<file path="config.mk">
export PLATFORM = sky130hd
export DESIGN_NAME = rt_uart_tx_arb
export DESIGN_NICKNAME = d
export VERILOG_FILES = /design/src/rtl/rt_uart_arb_pkg.sv /design/src/rtl/rt_rr_sel.sv /design/src/rtl/rt_uart_tx_arb.sv
export SDC_FILE = /design/constraint.sdc
export NUM_CORES = 1
export LEC_CHECK = 0
export ABC_AREA = 1
export BUFFER_PORTS_ARGS = -buffer_cell sky130_fd_sc_hd__clkbuf_2
export CAP_MARGIN = 15
export CORE_ASPECT_RATIO = 1.4
export CORE_MARGIN = 8
export CORE_UTILIZATION = 52
export DETAILED_ROUTE_END_ITERATION = 8
export GPL_TIMING_DRIVEN = 0
export PLACE_DENSITY = 0.86
export SLEW_MARGIN = 20
export SYNTH_ARGS = -nofsm -noshare
export SYNTH_HDL_FRONTEND = slang
export SYNTH_SLANG_ARGS = --single-unit
</file>
<file path="constraint.sdc">
create_clock -name clk_i -period 2.8 [get_ports clk_i]
set_input_delay 0.28 -clock clk_i [delete_from_list [all_inputs] [get_ports clk_i]]
set_output_delay 0.28 -clock clk_i [all_outputs]
set_load 0.01 [all_outputs]
</file>
<file path="src/rtl/rt_uart_arb_pkg.sv">
// Shared types and default constants for the UART TX arbiter.
//
// Contents:
//   arb_state_e      - arbiter FSM state (IDLE, LOCKED)
//   NumReqDefault    - default number of requesters
//   DataWDefault     - default beat width
//   MaxBurstDefault  - default beats per grant before forced release
package rt_uart_arb_pkg;

    typedef enum logic {
        IDLE   = 1'b0,
        LOCKED = 1'b1
    } arb_state_e;

    localparam int unsigned NumReqDefault   = 4;
    localparam int unsigned DataWDefault    = 8;
    localparam int unsigned MaxBurstDefault = 16;

endpackage

</file>
<file path="src/rtl/rt_rr_sel.sv">
// Combinational round-robin priority select.
// Picks the first asserted valid bit strictly after the pointer, wrapping
// modulo NumReq, so the requester at the pointer has the lowest priority.
//
// Ports:
//   valid_i  in  NumReq  request vector
//   ptr_i    in  PtrW    index of the most recently served requester
//   sel_o    out NumReq  one-hot winner (all zero if no request)
//   any_o    out 1       at least one request is valid
module rt_rr_sel #(
    parameter int unsigned NumReq = 4,
    parameter int unsigned PtrW   = $clog2(NumReq)
) (
    input  logic [NumReq-1:0] valid_i,
    input  logic [PtrW-1:0]   ptr_i,
    output logic [NumReq-1:0] sel_o,
    output logic              any_o
);

    logic [PtrW-1:0] idx;
    logic            found;

    always_comb begin
        sel_o = '0;
        found = 1'b0;
        idx   = '0;
        // Scan ptr+1, ptr+2, ... ptr+NumReq (the last one is ptr itself).
        for (int unsigned k = 1; k <= NumReq; k++) begin
            idx = PtrW'((32'(ptr_i) + k) % NumReq);
            if (!found && valid_i[idx]) begin
                sel_o[idx] = 1'b1;
                found      = 1'b1;
            end
        end
    end

    assign any_o = |valid_i;

endmodule

</file>
<file path="src/rtl/rt_uart_tx_arb.sv">
// Packet-locked round-robin arbiter sharing one UART transmitter between
// NumReq byte-stream requesters. A grant is held until the owner sends a
// beat with last set, or until MaxBurst beats have been transferred.
//
// Ports:
//   clk_i        in  1             system clock
//   rst_ni       in  1             asynchronous active-low reset
//   req_valid_i  in  NumReq        per-requester beat valid
//   req_data_i   in  NumReq*DataW  requester i at [i*DataW +: DataW]
//   req_last_i   in  NumReq        beat is the last of its packet
//   req_ready_o  out NumReq        beat accepted (owner only)
//   tx_valid_o   out 1             beat valid to UART TX
//   tx_data_o    out DataW         beat data to UART TX (zero when invalid)
//   tx_ready_i   in  1             UART TX accepts the beat
//   grant_o      out NumReq        one-hot current owner, zero when idle
//   busy_o       out 1             a grant is active
module rt_uart_tx_arb
    import rt_uart_arb_pkg::*;
#(
    parameter int unsigned NumReq   = NumReqDefault,
    parameter int unsigned DataW    = DataWDefault,
    parameter int unsigned MaxBurst = MaxBurstDefault
) (
    input  logic                    clk_i,
    input  logic                    rst_ni,
    input  logic [NumReq-1:0]       req_valid_i,
    input  logic [NumReq*DataW-1:0] req_data_i,
    input  logic [NumReq-1:0]       req_last_i,
    output logic [NumReq-1:0]       req_ready_o,
    output logic                    tx_valid_o,
    output logic [DataW-1:0]        tx_data_o,
    input  logic                    tx_ready_i,
    output logic [NumReq-1:0]       grant_o,
    output logic                    busy_o
);

    localparam int unsigned PtrW = $clog2(NumReq);
    localparam int unsigned CntW = $clog2(MaxBurst + 1);

    arb_state_e          state_q, state_d;
    logic [NumReq-1:0]   grant_q, grant_d;
    logic [PtrW-1:0]     ptr_q, ptr_d;
    logic [CntW-1:0]     cnt_q, cnt_d;

    logic [NumReq-1:0]   sel;
    logic                any_vld;
    logic [PtrW-1:0]     owner_idx;
    logic [DataW-1:0]    data_arr [NumReq];
    logic                own_vld;
    logic [CntW-1:0]     cnt_inc;

    rt_rr_sel #(
        .NumReq (NumReq),
        .PtrW   (PtrW)
    ) u_rr_sel (
        .valid_i (req_valid_i),
        .ptr_i   (ptr_q),
        .sel_o   (sel),
        .any_o   (any_vld)
    );

    always_comb begin
        for (int i = 0; i < NumReq; i++) begin
            data_arr[i] = req_data_i[i*DataW +: DataW];
        end
    end

    // Encode the registered one-hot grant; only meaningful while LOCKED.
    always_comb begin
        owner_idx = '0;
        for (int i = 0; i < NumReq; i++) begin
            if (grant_q[i]) begin
                owner_idx = PtrW'(i);
            end
        end
    end

    always_comb begin
        state_d     = state_q;
        grant_d     = grant_q;
        ptr_d       = ptr_q;
        cnt_d       = cnt_q;
        tx_valid_o  = 1'b0;
        tx_data_o   = '0;
        req_ready_o = '0;
        own_vld     = 1'b0;
        cnt_inc     = cnt_q + 1'b1;

        case (state_q)
            IDLE: begin
                // Grant is registered, so valid never reaches grant_o combinationally.
                if (any_vld) begin
                    grant_d = sel;
                    cnt_d   = '0;
                    state_d = LOCKED;
                end
            end
            LOCKED: begin
                own_vld     = req_valid_i[owner_idx];
                tx_valid_o  = own_vld;
                tx_data_o   = own_vld ? data_arr[owner_idx] : '0;
                req_ready_o = grant_q & {NumReq{tx_ready_i}};
                if (own_vld && tx_ready_i) begin
                    // Last beat landing on the MaxBurst-th transfer is one release.
                    if (req_last_i[owner_idx] || (cnt_inc == CntW'(MaxBurst))) begin
                        ptr_d   = owner_idx;
                        cnt_d   = '0;
                        grant_d = '0;
                        state_d = IDLE;
                    end else begin
                        cnt_d = cnt_inc;
                    end
                end
            end
            default: begin
                grant_d = '0;
                cnt_d   = '0;
                state_d = IDLE;
            end
        endcase
    end

    always_ff @(posedge clk_i or negedge rst_ni) begin
        if (!rst_ni) begin
            state_q <= IDLE;
            grant_q <= '0;
            ptr_q   <= PtrW'(NumReq - 1);
            cnt_q   <= '0;
        end else begin
            state_q <= state_d;
            grant_q <= grant_d;
            ptr_q   <= ptr_d;
            cnt_q   <= cnt_d;
        end
    end

    assign grant_o = grant_q;
    assign busy_o  = (state_q == LOCKED);

endmodule

</file>
# After elaboration in Yosys (flattened, before gate mapping)
# Index checks and enable logic that the tools add are counted.
# totals
ff_bits	12
latchBits	0
mem_bits_rw	0
rom_bits	0
in_bits	43
out_inout_bits	18
word_cells	94
memories	0
# classes
addsub	5
n_mul	0
div_mod_pow	0
n_lt_le_gt_ge	10
n_eq_ne	4
n_shift	0
mux	49
bitwise_logic	6
n_reduce_logical	16
# op_table
op	n
4-bit two-way mux	8
8-bit two-way mux	4
1-bit two-way mux	18
8-bit binary-select mux with 2-bit select	1
2-bit by 3-bit less-than comparator with 1-bit output (second input constant)	5
5-bit two-way mux	3
1-bit binary-select mux with 2-bit select	6
4-bit OR	3
5-bit case mux with 2 select lines	1
1-bit demux with 2-bit select	4
2-bit by 1-bit greater-or-equal comparator with 1-bit output (second input constant)	4
1-bit logical AND	8
4-bit case mux with 2 select lines	1
3-bit AND reduction	2
5-bit by 1-bit adder with 5-bit output (second input constant)	1
5-bit == test (second input constant)	1
2-bit by 1-bit adder with 2-bit output (second input constant)	2
2-bit adder (second input constant)	2
4-bit bitwise AND	1
2-bit two-way mux	2
2-bit by 1-bit inequality test with 1-bit output (second input constant)	2
4-bit OR reduction	1
3-bit greater-or-equal comparator (second input constant)	1
1-bit zero test	3
other kinds (6)	6

# Logic depth before layout (Yosys ltp)
# depth
depth_word	15
depth_mapped	12
mapped_depth_nobuf	11

# Modules after synthesis
# Synthesis repeated with hierarchy kept, for this count alone.
# hier_totals
hier_cells	241
area_unflattened_um2	1473.9
# by_module_without_submodules
module	n_inst	cells_each	area_each_um2	seq_area_each_um2
rt_uart_tx_arb	1	165	1046.0	302.8
rt_rr_sel	1	76	427.9	0.0

# Worst setup path after synthesis
# No wires, ideal clock.
# synth_path
path_type	flip-flop to flip-flop
from	reg ptr_q[0]
to	reg grant_q[3], in the netlist grant_o[3]
setup_time_ns	0.065
t_arrival_ns	1.794
t_required_ns	2.735
slack_ns	0.941
path_stages_with_launch	13
path_buffers	1
period_less_slack_ns	1.859
path_cell_list	dfstp_2 -> buf_6 -> inv_6 -> ha_1 -> inv_1 -> nand3_2 -> nand2_4 -> nand2_4 -> nor2_4 -> nand2_1 -> nand3_1 -> nand2_1 -> nand2_1
# synth_via
elab_chain_len	15
elab_cells_between_ends	50
cone_classes	add/sub: 4; order compare: 8; mux: 25; bitwise: 3; reduce/logical: 10
# synth_rtl
element	line_no	source
start: declaration	rt_uart_tx_arb.sv:42	logic [PtrW-1:0] ptr_q, ptr_d;
start signal: assignment	rt_uart_tx_arb.sv:127	ptr_q <= PtrW'(NumReq - 1);
start signal: assignment	rt_uart_tx_arb.sv:132	ptr_q <= ptr_d;
branches (longest 12 deep; another with 2-bit by 3-bit less-than comparator with 1-bit output)	--	
4-bit two-way mux (*)	rt_rr_sel.sv:30	if (!found && valid_i[idx]) begin
4-bit two-way mux (*)	rt_uart_tx_arb.sv:92	if (any_vld) begin
4-bit case mux with 2 select lines (*)	rt_uart_tx_arb.sv:89	case (state_q)
end signal: assignment	rt_uart_tx_arb.sv:131	grant_q <= grant_d;
end: declaration	rt_uart_tx_arb.sv:41	logic [NumReq-1:0] grant_q, grant_d;
# Every way passes the cells marked *. The select of a mux whose other input is x is not followed.
# A chain may end at the register's enable or synchronous reset.

# Worst setup path in the final report
# layout_path
from	reg ptr_q[0]
to	reg grant_q[1], in the netlist grant_o[1]
# The elaborated chain is that of the path after synthesis.

==> impl_metrics.tcl <==
set metrics [dict create \
    status "completed" \
    cp_max_fo 10 \
    track_usage 0.186 \
    slew_violations 0 \
    syn-cell-area_sq_um 1460 \
    grt_start_max_net_pins 13 \
    start_util 0.529 \
    numPortBuffers 60 \
    wl_microns 4340 \
    syn_inst 234 \
    dieArea_sq_um 4790 \
    drtPass1Iterations 4 \
    fin_worst_skew_ns 0.00542 \
    finalCritPeriodShare 0.748 \
    rows 23 \
    r2r_cells 12 \
    required_ns 2.98 \
    synth_seq_area_share 0.207 \
    wl_per_cell_microns 12.9 \
    drt_iter0_drc 96 \
    synth_most_common_cell "nand2_1" \
    relSlewSlack 0.767 \
    r2r_slack_ns 0.71 \
    synthToLayoutAreaGrowth_pct 27.5 \
    drv_cap 0 \
    coreArea_sq_um 2760 \
    rr_startpoint "ptr_q[0]" \
    hold_path.class "in -> async" \
    synth_nets 286 \
    hold_violations 0 \
    post-route-min-period_ns 2.09 \
    fp.dieH_microns 78.8 \
    htreeDepth 1 \
    drive_above_1_share 0.321 \
    nNetsFinal 352 \
    syn_avg_cell_area_sq_um 6.25 \
    grtUsageMet2 0.344 \
    detail-route-antenna-nets 0 \
    synth_cell_type_count 27 \
    p_per_area_nw_per_um2 1050 \
    fmax_ghz 0.477 \
    insertion_delay_ns 0.24 \
    root_buffer "clkbuf_8" \
    setup_tns_ns 0 \
    fillers 264 \
    grt.overflow.total 0 \
    antenna_found_initial 0 \
    synth_edf_count 0 \
    avgViaCountPerCell 5.12 \
    insertedDiodeCount 0 \
    cp-end-kind "register" \
    cp-start-kind "register" \
    ys_ff_latch 12 \
    cts_tree "done" \
    hold-worst-slack_ns 0.458 \
    postSynth.asyncResetShare 1.00 \
    post-cts-setup-buffer-count 0 \
    vias 1719 \
    cts.sinks 12 \
    path_clk_slew_ns 0.05 \
    fp.dieW_microns 60.8 \
    pin_count 61 \
    grt_util_met3 0.0420 \
    cts_made_buffers 3 \
    synthTopCellsByCount "nand2_1 (55), nor2_1 (42), nand3_1 (31), inv_1 (20), o21ai_0 (17)" \
    r2r-end "grant_o[1]" \
    yosysTopAreaCellShare 0.171 \
    grt_pass1_wl_microns 7180 \
    rsz0062_at_grt "false" \
    finalSetupViolCount 0 \
    grt-busiest-layer "met2" \
    synth_top_area_cell "dfrtp_1" \
    met1_usage 0.189 \
    ys_warn_count 0 \
    cts_buffer_depth 2 \
    setup.worst_path.class "reg -> reg" \
    grt_pass1_vias 1691 \
    dp_hpwl_microns 3620 \
    drc 0 \
    synth.area.top_cells "dfrtp_1 (17%), nand2_1 (14%), nor2_1 (11%)" \
    worstPathArrival_ns 2.27 \
    peakVddDrop_uv 761 \
    place.gp.congestion 0.845 \
    tightest_slew_ns 0.348 \
    leakage_nw 1.04 \
    ys.flop_type "dfrtp_1" \
]
## placed cells by master (no fill, tap or decap), types with 7 or more instances in the layout
master / count
dfrtp_1: 10
o21ai_0: 17
clkbuf_2: 60
ha_1: 9
o21ai_1: 7
nor2_1: 42
nand2_1: 55
inv_1: 20
nand3_1: 31
## cells by family after synthesis
| family | count (synthesis) | synth area share |
|---|---|---|
| AO/OA/AOI/OAI | 35 | 0.134 |
| XOR/XNOR | 1 | 0.00599 |
| AND/OR/NAND/NOR | 148 | 0.482 |
| buffers and inverters | 29 | 0.0941 |
| adder cells (fa/ha/maj) | 9 | 0.0770 |
| flip-flops | 12 | 0.207 |
## sequential cells by signal, summed over array words and instances, names as in the netlist
| name | cells |
|---|---|
| busy_o | 1 |
| cnt_q | 5 |
| grant_o | 4 |
| ptr_q | 2 |
## layer usage
metal  vias up  share of wire
met5         -              0
li1        887              -
met1       768           0.39
met2        59           0.50
met3         5          0.091
met4         0          0.014
## worst max-delay path, cell delays in order, from the launching register on
cell,delay [ns]
dfstp_2,0.59
buf_6,0.16
inv_6,0.06
ha_1,0.35
inv_1,0.11
nand3_2,0.15
nand2_4,0.13
nand2_4,0.07
nor2_4,0.14
nand2_1,0.07
nand3_1,0.07
nand2_1,0.06
nand2_1,0.07
## worst max path at each step
| stage | from | end | cells after the start |
|---|---|---|---|
| after floorplan | ptr_q[0] | grant_o[3] | 12 |
| after global placement | ptr_q[0] | grant_o[1] | 12 |
| after detailed placement | ptr_q[1] | grant_o[1] | 11 |
| after CTS | ptr_q[1] | grant_o[1] | 11 |
| after global routing | grant_o[3] | tx_data_o[0] | 7 |
| final | ptr_q[0] | grant_o[1] | 12 |
## repair_timing
action,4_1_cts,5_1_grt
hold endpoints to repair,10,0
gates resized for setup,0,0
hold buffers,1,0
## area by class of cell
type | count | area (sq um) | share of cell area
repair buffers | 61 | 310 | 0.166
well taps | 37 | 46.3 | 0.0248
flip-flops and latches | 12 | 303 | 0.162
inverters | 24 | 95.1 | 0.0510
plain buffers | 5 | 42.5 | 0.0228
multi-input cells | 193 | 1020 | 0.548
clock buffers | 4 | 45.0 | 0.0242
## metrics by stage
stage          power [mW]  cell area [sq um]  utilization  setup slack, ns  instances
2_1_floorplan        1.41               1460            -            0.941        234
6_report             1.95               1860        0.675            0.706        336
5_1_grt              2.16               1860        0.675            0.551        336
4_1_cts              1.96               1860        0.675            0.708        336
3_3_place_gp         1.76               1810        0.655            0.787        331
3_5_place_dp         1.79               1810        0.655            0.744        331
## power by group
group          internal (mW)  total, mW  switching [mW]
Clock                  0.100      0.165          0.0649
Sequential             0.236      0.315          0.0785
Combinational          0.526       1.47           0.946
Total                  0.863       1.95            1.09
No activity file was read; power rests on OpenSTA's default activity.
